File: config.mk
export PLATFORM = sky130hd
export DESIGN_NAME = kb_fifo_arbiter
export DESIGN_NICKNAME = d
export VERILOG_FILES = /design/src/rtl/kb_fifo_arbiter.sv
export SDC_FILE = /design/constraint.sdc
export NUM_CORES = 1
export LEC_CHECK = 0
export ABC_AREA = 0
export CORE_AREA = 2 2 65 67
export DETAILED_ROUTE_END_ITERATION = 8
export DIE_AREA = 0 0 67 69
export DONT_BUFFER_PORTS = 1
export PLACE_DENSITY = 0.73
export SLEW_MARGIN = 20
export SYNTH_ARGS = -nofsm -noshare
export SYNTH_HDL_FRONTEND = slang
export SYNTH_SLANG_ARGS = --single-unit
File: constraint.sdc
create_clock -name clk_in -period 2.9 [get_ports clk_in]
set_input_delay 0.29 -clock clk_in [delete_from_list [all_inputs] [get_ports clk_in]]
set_output_delay 0.29 -clock clk_in [all_outputs]
set_load 0.02 [all_outputs]
File: src/rtl/kb_fifo_arbiter.sv
// Keyboard scancode FIFO sharing one single-port RAM between a never-stalled
// keyboard writer and a CPU pop path. The writer always wins the RAM port.
module kb_fifo_arbiter #(
   parameter int unsigned DEPTH        = 128,
   parameter int unsigned ADDR_W       = 7,
   parameter int unsigned READ_LATENCY = 2
) (
   input  logic              clk_in,
   input  logic              rst_in,
   input  logic [7:0]        kb_scancode_in,
   input  logic              kb_valid_in,
   input  logic              cpu_rd_req_in,
   input  logic              cpu_clr_in,
   output logic [ADDR_W-1:0] ram_addr_out,
   output logic [7:0]        ram_din_out,
   output logic              ram_we_out,
   input  logic [7:0]        ram_dout_in,
   output logic [7:0]        cpu_data_out,
   output logic              cpu_data_valid_out,
   output logic [ADDR_W:0]   count_out,
   output logic              empty_out,
   output logic              full_out,
   output logic              overflow_out,
   output logic              rd_busy_out
);

   localparam int unsigned CNT_W = (READ_LATENCY > 1) ? $clog2(READ_LATENCY) : 1;
   localparam logic [ADDR_W-1:0] LAST_PTR = ADDR_W'(DEPTH - 1);
   localparam logic [ADDR_W:0]   FULL_CNT = (ADDR_W + 1)'(DEPTH);
   localparam logic [CNT_W-1:0]  WAIT_INIT = CNT_W'(READ_LATENCY - 1);

   typedef enum logic [1:0] {StIdle, StIssue, StWait, StDone} rd_state_e;

   rd_state_e         state_q;
   logic [ADDR_W-1:0] wr_ptr_q;
   logic [ADDR_W-1:0] rd_ptr_q;
   logic [ADDR_W:0]   count_q;
   logic              overflow_q;
   logic [CNT_W-1:0]  wait_cnt_q;
   logic [7:0]        data_q;

   logic              wr_accept;
   logic              rd_issue;
   logic [ADDR_W-1:0] wr_ptr_nxt;
   logic [ADDR_W-1:0] rd_ptr_nxt;

   assign empty_out = (count_q == '0);
   assign full_out  = (count_q == FULL_CNT);

   // Reset is folded in so the RAM never sees a write strobe while held in reset.
   assign wr_accept = kb_valid_in && !full_out && !cpu_clr_in && !rst_in;
   // A read only goes out in a cycle the writer leaves the port free.
   assign rd_issue  = (state_q == StIssue) && !wr_accept;

   assign wr_ptr_nxt = (wr_ptr_q == LAST_PTR) ? '0 : wr_ptr_q + ADDR_W'(1);
   assign rd_ptr_nxt = (rd_ptr_q == LAST_PTR) ? '0 : rd_ptr_q + ADDR_W'(1);

   // RAM port mux: read address only on an issue cycle, otherwise the write pointer.
   always_comb begin
      ram_we_out   = wr_accept;
      ram_din_out  = kb_scancode_in;
      ram_addr_out = rd_issue ? rd_ptr_q : wr_ptr_q;
   end

   assign cpu_data_out       = data_q;
   assign cpu_data_valid_out = (state_q == StDone);
   assign rd_busy_out        = (state_q != StIdle);
   assign count_out          = count_q;
   assign overflow_out       = overflow_q;

   // Pointers, occupancy and sticky overflow; clear beats every other event.
   always_ff @(posedge clk_in or posedge rst_in) begin
      if (rst_in) begin
         wr_ptr_q   <= '0;
         rd_ptr_q   <= '0;
         count_q    <= '0;
         overflow_q <= 1'b0;
      end else if (cpu_clr_in) begin
         wr_ptr_q   <= '0;
         rd_ptr_q   <= '0;
         count_q    <= '0;
         overflow_q <= 1'b0;
      end else begin
         if (wr_accept) wr_ptr_q <= wr_ptr_nxt;
         if (rd_issue)  rd_ptr_q <= rd_ptr_nxt;
         if (wr_accept && !rd_issue) begin
            count_q <= count_q + (ADDR_W + 1)'(1);
         end else if (rd_issue && !wr_accept) begin
            count_q <= count_q - (ADDR_W + 1)'(1);
         end
         if (kb_valid_in && full_out) overflow_q <= 1'b1;
      end
   end

   // Pop FSM: issue the read when the port is free, wait out RAM latency, pulse valid.
   always_ff @(posedge clk_in or posedge rst_in) begin
      if (rst_in) begin
         state_q    <= StIdle;
         wait_cnt_q <= '0;
         data_q     <= 8'h00;
      end else if (cpu_clr_in) begin
         state_q <= StIdle;
      end else begin
         unique case (state_q)
            StIdle: begin
               if (cpu_rd_req_in) begin
                  if (empty_out) begin
                     data_q  <= 8'h00;
                     state_q <= StDone;
                  end else begin
                     state_q <= StIssue;
                  end
               end
            end
            StIssue: begin
               if (rd_issue) begin
                  wait_cnt_q <= WAIT_INIT;
                  state_q    <= StWait;
               end
            end
            StWait: begin
               if (wait_cnt_q == '0) begin
                  data_q  <= ram_dout_in;
                  state_q <= StDone;
               end else begin
                  wait_cnt_q <= wait_cnt_q - CNT_W'(1);
               end
            end
            StDone: begin
               state_q <= StIdle;
            end
            default: begin
               state_q <= StIdle;
            end
         endcase
      end
   end

endmodule

==> summary.md, run 1 <==
| Metric | Value |
|---|---|
| Status | completed |
| Insertion delay to the later sink of the worst-skew pair | 0.28 ns |
| Drt pass-1 iters | 4 |
| Lkg Pwr | 1.089 nW |
| Antenna Cells | 0 |
| Final hold vios | 0 |
| Full die area | 4623 um^2 |
| VDD IR max | 588.4 uV |
| Top FF cell, synth | dfrtp_1 |
| Crit share post-route | 92.12% |
| Die Wd | 67 um |
| Syn avg cell area | 8.273 um^2 |
| Num CTS Buffers | 5 |
| CTS tree | yes |
| Die height | 69 um |
| Area after DPL | 2182 um^2 |
| Sequential Power Share | 31.5% |
| Finished Cell Area | 2320 um^2 |
| Register area share after synthesis | 39.86% |
| Worst-path fanout max | 6 |
| Area contributors post-synth | dfrtp_1, nand2_1, ha_1 |
| Initial antenna violation count | 0 |
| Row cnt | 23 |
| Fin Clk Skew | 0.004737 ns |
| Layout cells sized above 1 | 11.83% |
| Routability cong. | 0.9447 |
| Synthesis-to-layout area growth | 8.675% |
| Critical path data required time | 3.06 ns |
| Detailed Route WL | 4834 um |
| Synth Net Count | 290 |
| Post-layout min period | 2.671 ns |
| Synth Instances | 258 |
| Final net count | 294 |
| Port Buffers | 0 |
| Synth Cell Area | 2135 um^2 |
| Max_cap viols | 0 |
| CP startpoint kind | flop |
| GRT Resource Usage Total | 22.85% |
| Via density | 5.756 |
| Core Region | 3914 um^2 |
| Initial Utilization | 54.54% |
| Final ANT Viol Nets | 0 |
| CP arrival | 2.83 ns |
| Area share of the largest cell type after synthesis | 39.86% |
| Comb power frac | 49.4% |
| Unique masters post-synth | 51 |
| Slew @ Worst Pin | 0.8276 ns |
| WL/cell | 15.49 um |
| Sink Count | 34 |
| First-pass GRT wire length | 8280 um |
| Clk slew on worst S/H paths | 0.07 ns |
| Highest clock rate | 0.3743 GHz |
| Sw frac | 44.21% |
| Via count | 1796 |
| H-tree Lvls | 2 |
| Vias in the first global route | 1775 |
| Placed wire-length estimate | 3460 um |
| Power share of the clock group | 19.1% |
| Setup Crit Path Kind | reg2reg |
| CP Capture Type | flop |
| Hold Path Class | in2reg |
| DRC | 0 |
| PD cells | 1009 nW/um^2 |
| Clk root buf | clkbuf_8 |
| Largest net degree at the start of global routing | 35 |
| Ports | 58 |
| Pint | 1.306 mW |
| EDFF count, synth | 0 |
| Switch Pwr | 1.035 mW |
| Synth Register Bits | 34 |
| Most common cell after layout, fill and taps aside | nand2_1 |
| DR iter-0 viols | 141 |
| CTS max path bufs | 2 |
| Rel. slew slack | 44.45% |
| Yosys top cell by area | dfrtp_1 |
| Setup TNS | 0 ns |
| Commonest non-fill, non-tap cells in the layout | nand2_1, dfrtp_1, nor2_1, o21ai_0, buf_4 |
| Ys Warns | 0 |
| Total gr overflow | 0 |
| Slew Limit Fails | 0 |
| RSZ-0062 raised after global routing | false |
| Post-synthesis async set-or-reset flop share | 100.0% |
| Finish-stage setup viols | 0 |
| Total Power | 2.341 mW |
## flip-flops by register name, indices dropped and copies added (netlist names)
name,cells
count_out,8
cpu_data_out,8
rd_ptr_q,7
wr_ptr_q,7
state_q,2
overflow_out,1
wait_cnt_q,1
## power groups by stage
stage	combinational (mW)	clock (mW)	sequential (mW)
finish	1.16	0.447	0.738
CTS	1.12	0.454	0.740
floorplan	0.790	0	0.818
global placement	1.10	0	0.744
detailed placement	1.11	0	0.750
global route	1.29	0.475	0.754
## cell type report
| cell class | count | area (um^2) |
|---|---|---|
| inverter | 8 | 30.03 |
| sequential | 34 | 850.8 |
| fill | 367 | 1594 |
| multi-input combinational | 198 | 1149 |
| timing repair buffer | 15 | 115.1 |
| clock buffer | 6 | 82.58 |
| clock inverter | 1 | 30.03 |
| tap | 50 | 62.56 |
## synthesized netlist by cell type, types with 4 or more instances
library cell,number
ha_1,11
xor2_1,6
and3_1,4
buf_4,10
a21oi_1,9
clkbuf_1,6
nor2_1,30
nand2_1,55
xnor2_1,4
dfrtp_1,34
nor3_1,5
o21ai_0,22
nand3_1,9
inv_1,6
or4_1,4
## path summary, 6_finish.rpt
path | startpoint | end | cells past startpoint | slack [ns]
setup / recovery | count_out[6] | count_out[4] | 10 | 0.23
hold / removal | cpu_clr_in | rd_ptr_q[1] | 1 | 0.07
setup reg to reg | count_out[6] | count_out[4] | 10 | 0.23
hold reg to reg | wait_cnt_q | wait_cnt_q | 2 | 0.49
max in group asynchronous | rst_in | count_out[6] | 3 | 2.05
min in group asynchronous | rst_in | count_out[2] | 3 | 0.54
## metrics by stage
step | utilization [%] | worst slack, ns | cells | hold WS (ns)
floorplan | - | 0.007304 | 258 | 0.4316
global placement | 55.75 | 0.1782 | 304 | 0.3017
detailed placement | 55.75 | 0.09010 | 304 | 0.3072
CTS | 58.89 | 0.08780 | 312 | 0.05613
global route | 59.27 | 0.01665 | 312 | 0.04173
finish | 59.27 | 0.2286 | 312 | 0.06834
## critical path, cell delays in order (launching register included)
cell	delay (ns)
dfrtp_1	0.37
or4b_1	0.62
o21ai_4	0.23
inv_2	0.06
xnor2_1	0.14
ha_1	0.27
nor2_1	0.08
nor2_1	0.09
nor2_1	0.07
o311a_1	0.33
a311o_1	0.28
## cell families (layout without fill, tap and decap cells)
family                     count (synthesis)  count (layout)  synth area share, %
buffers and inverters                     26              30                7.033
muxes                                      2               2               0.9379
and+or+nand+nor                          123             123                26.26
xor gates and xnor gates                  10              10                4.103
DFF                                       34              34                39.86
adders and majority gates                 11              11                6.448
AOI/OAI and AO/OA                         52              52                15.36
## routing by layer
metal	global-route usage (%)	vias to the layer above	share of wire, %
met5	0	-	0
met4	5.896	0	1.0
met3	7.830	8	7.8
met2	36.52	52	47
met1	29.28	850	44
li1	-	886	-
## what timing repair did
action	4_1_cts	5_1_grt
resized for setup	0	2
hold buffers	1	0
buffers inserted	0	0
setup endpoints to repair	0	2
hold endpoints to repair	5	0
Power figures use the tool's default switching activity.
==> inputs of run 2 (changes only) <==
--- a/config.mk
+++ b/config.mk
@@ -6,9 +6,9 @@
 export NUM_CORES = 1
 export LEC_CHECK = 0
 export ABC_AREA = 0
-export CORE_AREA = 2 2 65 67
+export CORE_AREA = 3 3 66 68
 export DETAILED_ROUTE_END_ITERATION = 8
-export DIE_AREA = 0 0 67 69
+export DIE_AREA = 0 0 69 71
 export DONT_BUFFER_PORTS = 1
 export PLACE_DENSITY = 0.73
 export SLEW_MARGIN = 20
==> run 2 against run 1 <==
Routed wire length grew 1.4%. Count of clock-buffer cells in the layout shrank 1. Critical path depth down 2. Sequential cell count unchanged. Sequential power barely moved. Sequential share of layout area is 0.39 points lower. Maximum frequency fell by 2.2%. Register-to-register slack got worse by 0.06 ns. Critical endpoint is now count_out[7]. Highest routed layer unchanged.
==> summary.md, run 2 (synthesis results as in run 1) <==
| Metric | Value |
|---|---|
| Commonest non-fill, non-tap cells in the layout | nand2_1, dfrtp_1, nor2_1, o21ai_0, buf_4 |
| Capturing point of the worst reg2reg path | count_out[7] |
| Buf+Inv Stages, Crit Path | 0 |
| Power share of the clock group | 21.5% |
| Hold_ws | 0.06423 ns |
| HP Start | cpu_clr_in |
| Rel. slew slack | 42.54% |
| Switch Pwr | 1.045 mW |
| Synthesis-to-layout area growth | 9.848% |
| CTS tree | yes |
| Insertion delay to the later sink of the worst-skew pair | 0.28 ns |
| Critical path data required time | 3.05 ns |
| Via density | 5.834 |
| Num CTS Buffers | 5 |
| DR iter-0 viols | 90 |
| R2R Path Start | count_out[0] |
| H-tree Lvls | 2 |
| Max_cap viols | 0 |
| Largest net degree at the start of global routing | 35 |
| Port Buffers | 0 |
| Status | completed |
| Sw frac | 43.18% |
| Setup Crit Path Kind | reg2reg |
| DRC | 0 |
| Ports | 58 |
| CTS max path bufs | 2 |
| R2r setup slk | 0.17 ns |
| Max stage delay on crit path | 0.57 ns |
| Core Region | 3914 um^2 |
| CP arrival | 2.88 ns |
| Clk slew on worst S/H paths | 0.07 ns |
| Initial antenna violation count | 0 |
| VDD IR max | 521.1 uV |
| Fin Clk Skew | 0.005495 ns |
| Worst setup path start | count_out[0] |
| PD cells | 1032 nW/um^2 |
| Initial Utilization | 54.54% |
| Fillcell total | 371 |
| Pint | 1.375 mW |
| Total gr overflow | 0 |
| Final ANT Viol Nets | 0 |
| Worst-path fanout max | 6 |
| Routability cong. | 0.8734 |
| Vias in the first global route | 1754 |
| Final net count | 295 |
| Crit-path cells | or4_4 -> o21ai_2 -> ha_1 -> a21o_1 -> a31o_2 -> o41ai_2 -> or4_1 -> o311ai_1 |
| RSZ-0062 raised after global routing | false |
| CP Capture Type | flop |
| Setup TNS | 0 ns |
| Crit. path cell count | 8 |
| Worst Reg-to-Reg Cells | 8 |
| Comb power frac | 48.0% |
| First-pass GRT wire length | 8114 um |
| Crit-path leading delay family | compound AO/OA/AOI/OAI gates |
| Crit share post-route | 94.16% |
| Post-layout min period | 2.731 ns |
| Sequential Power Share | 30.5% |
| WL/cell | 15.61 um |
| Slew @ Worst Pin | 0.8562 ns |
| Hold Path Class | in2reg |
| Area after DPL | 2190 um^2 |
| Slew Limit Fails | 0 |
| Drt pass-1 iters | 4 |
| Detailed Route WL | 4900 um |
| Finish-stage setup viols | 0 |
| Via count | 1832 |
| Final hold vios | 0 |
| Clk root buf | clkbuf_8 |
| Antenna Cells | 0 |
| Highest clock rate | 0.3662 GHz |
| CP startpoint kind | flop |
| GRT Resource Usage Total | 20.50% |
| Total Power | 2.420 mW |
| Row cnt | 23 |
| Lkg Pwr | 1.104 nW |
| Die height | 71 um |
| Slowest CP cell | or4_4 |
| CP endpoint | count_out[7] |
| Sink Count | 34 |
| Most common cell after layout, fill and taps aside | nand2_1 |
| Finished Cell Area | 2345 um^2 |
| Placed wire-length estimate | 3493 um |
| Layout cells sized above 1 | 12.50% |
| Die Wd | 69 um |
| # Post-CTS Setup Buffers | 0 |
| Full die area | 4899 um^2 |
## run 2: changes by cell type in the layout (fill, tap and decap cells not counted)
cell	before	now
bufinv_16	1	2
o21ai_2	0	1
clkinv_4	0	1
buf_4	14	15
o21ai_4	1	0
clkbuf_8	6	5
## run 2: cell type report
cell class	count	area, um^2	share of cell area, %
clock buffer	5	68.82	2.935
sequential	34	850.8	36.29
tap	50	62.56	2.668
clock inverter	3	68.82	2.935
inverter	8	30.03	1.281
timing repair buffer	16	122.6	5.229
multi-input combinational	198	1141	48.67
## run 2: power by group through the flow
| stage | clock [mW] | sequential [mW] | combinational [mW] |
|---|---|---|---|
| global placement | 0 | 0.744 | 1.11 |
| finish | 0.520 | 0.739 | 1.16 |
| detailed placement | 0 | 0.746 | 1.13 |
| global route | 0.555 | 0.753 | 1.31 |
| floorplan | 0 | 0.818 | 0.790 |
| CTS | 0.532 | 0.739 | 1.14 |
## run 2: worst reg2reg max path: cells and delay by family (launching register included)
| family | cells | cell delay [ns] |
|---|---|---|
| flip-flops | 1 | 0.38 |
| AO/OA/AOI/OAI | 5 | 1.13 |
| adder cells (fa/ha/maj) | 1 | 0.35 |
| AND/OR/NAND/NOR | 2 | 0.74 |
## run 2: how the worst min path moves through the flow
stage / end / slack (ns) / depth (start not counted)
6_report: wr_ptr_q[3] / 0.06 / 1
5_1_grt: wr_ptr_q[3] / 0.04 / 1
4_1_cts: rd_ptr_q[3] / 0.04 / 1
3_5_place_dp: state_q[1] / 0.30 / 2
3_3_place_gp: overflow_out / 0.30 / 2
2_1_floorplan: count_out[0] / 0.43 / 1
## run 2: stage by stage
stage / worst slack [ns] / instances / util, %
floorplan: 0.007304 / 258 / -
global placement: 0.2116 / 305 / 55.95
detailed placement: 0.1142 / 305 / 55.95
CTS: 0.09437 / 314 / 59.72
global route: 0.006943 / 314 / 59.91
finish: 0.1695 / 314 / 59.91
## run 2: what timing repair did
item,CTS,global route
hold buffers,1,0
endpoints found under the setup margin,0,1
endpoints found under the hold margin,31,0
resized for setup,0,1
## run 2: metal layers
layer  vias to the layer above  global-route usage (%)  part of all wire (%)
met5                         -                       0                     0
met4                         0                   6.941                   1.5
met3                        10                   6.676                   5.8
li1                        895                       -                     -
met1                       877                   26.24                    44
met2                        50                   32.84                    49
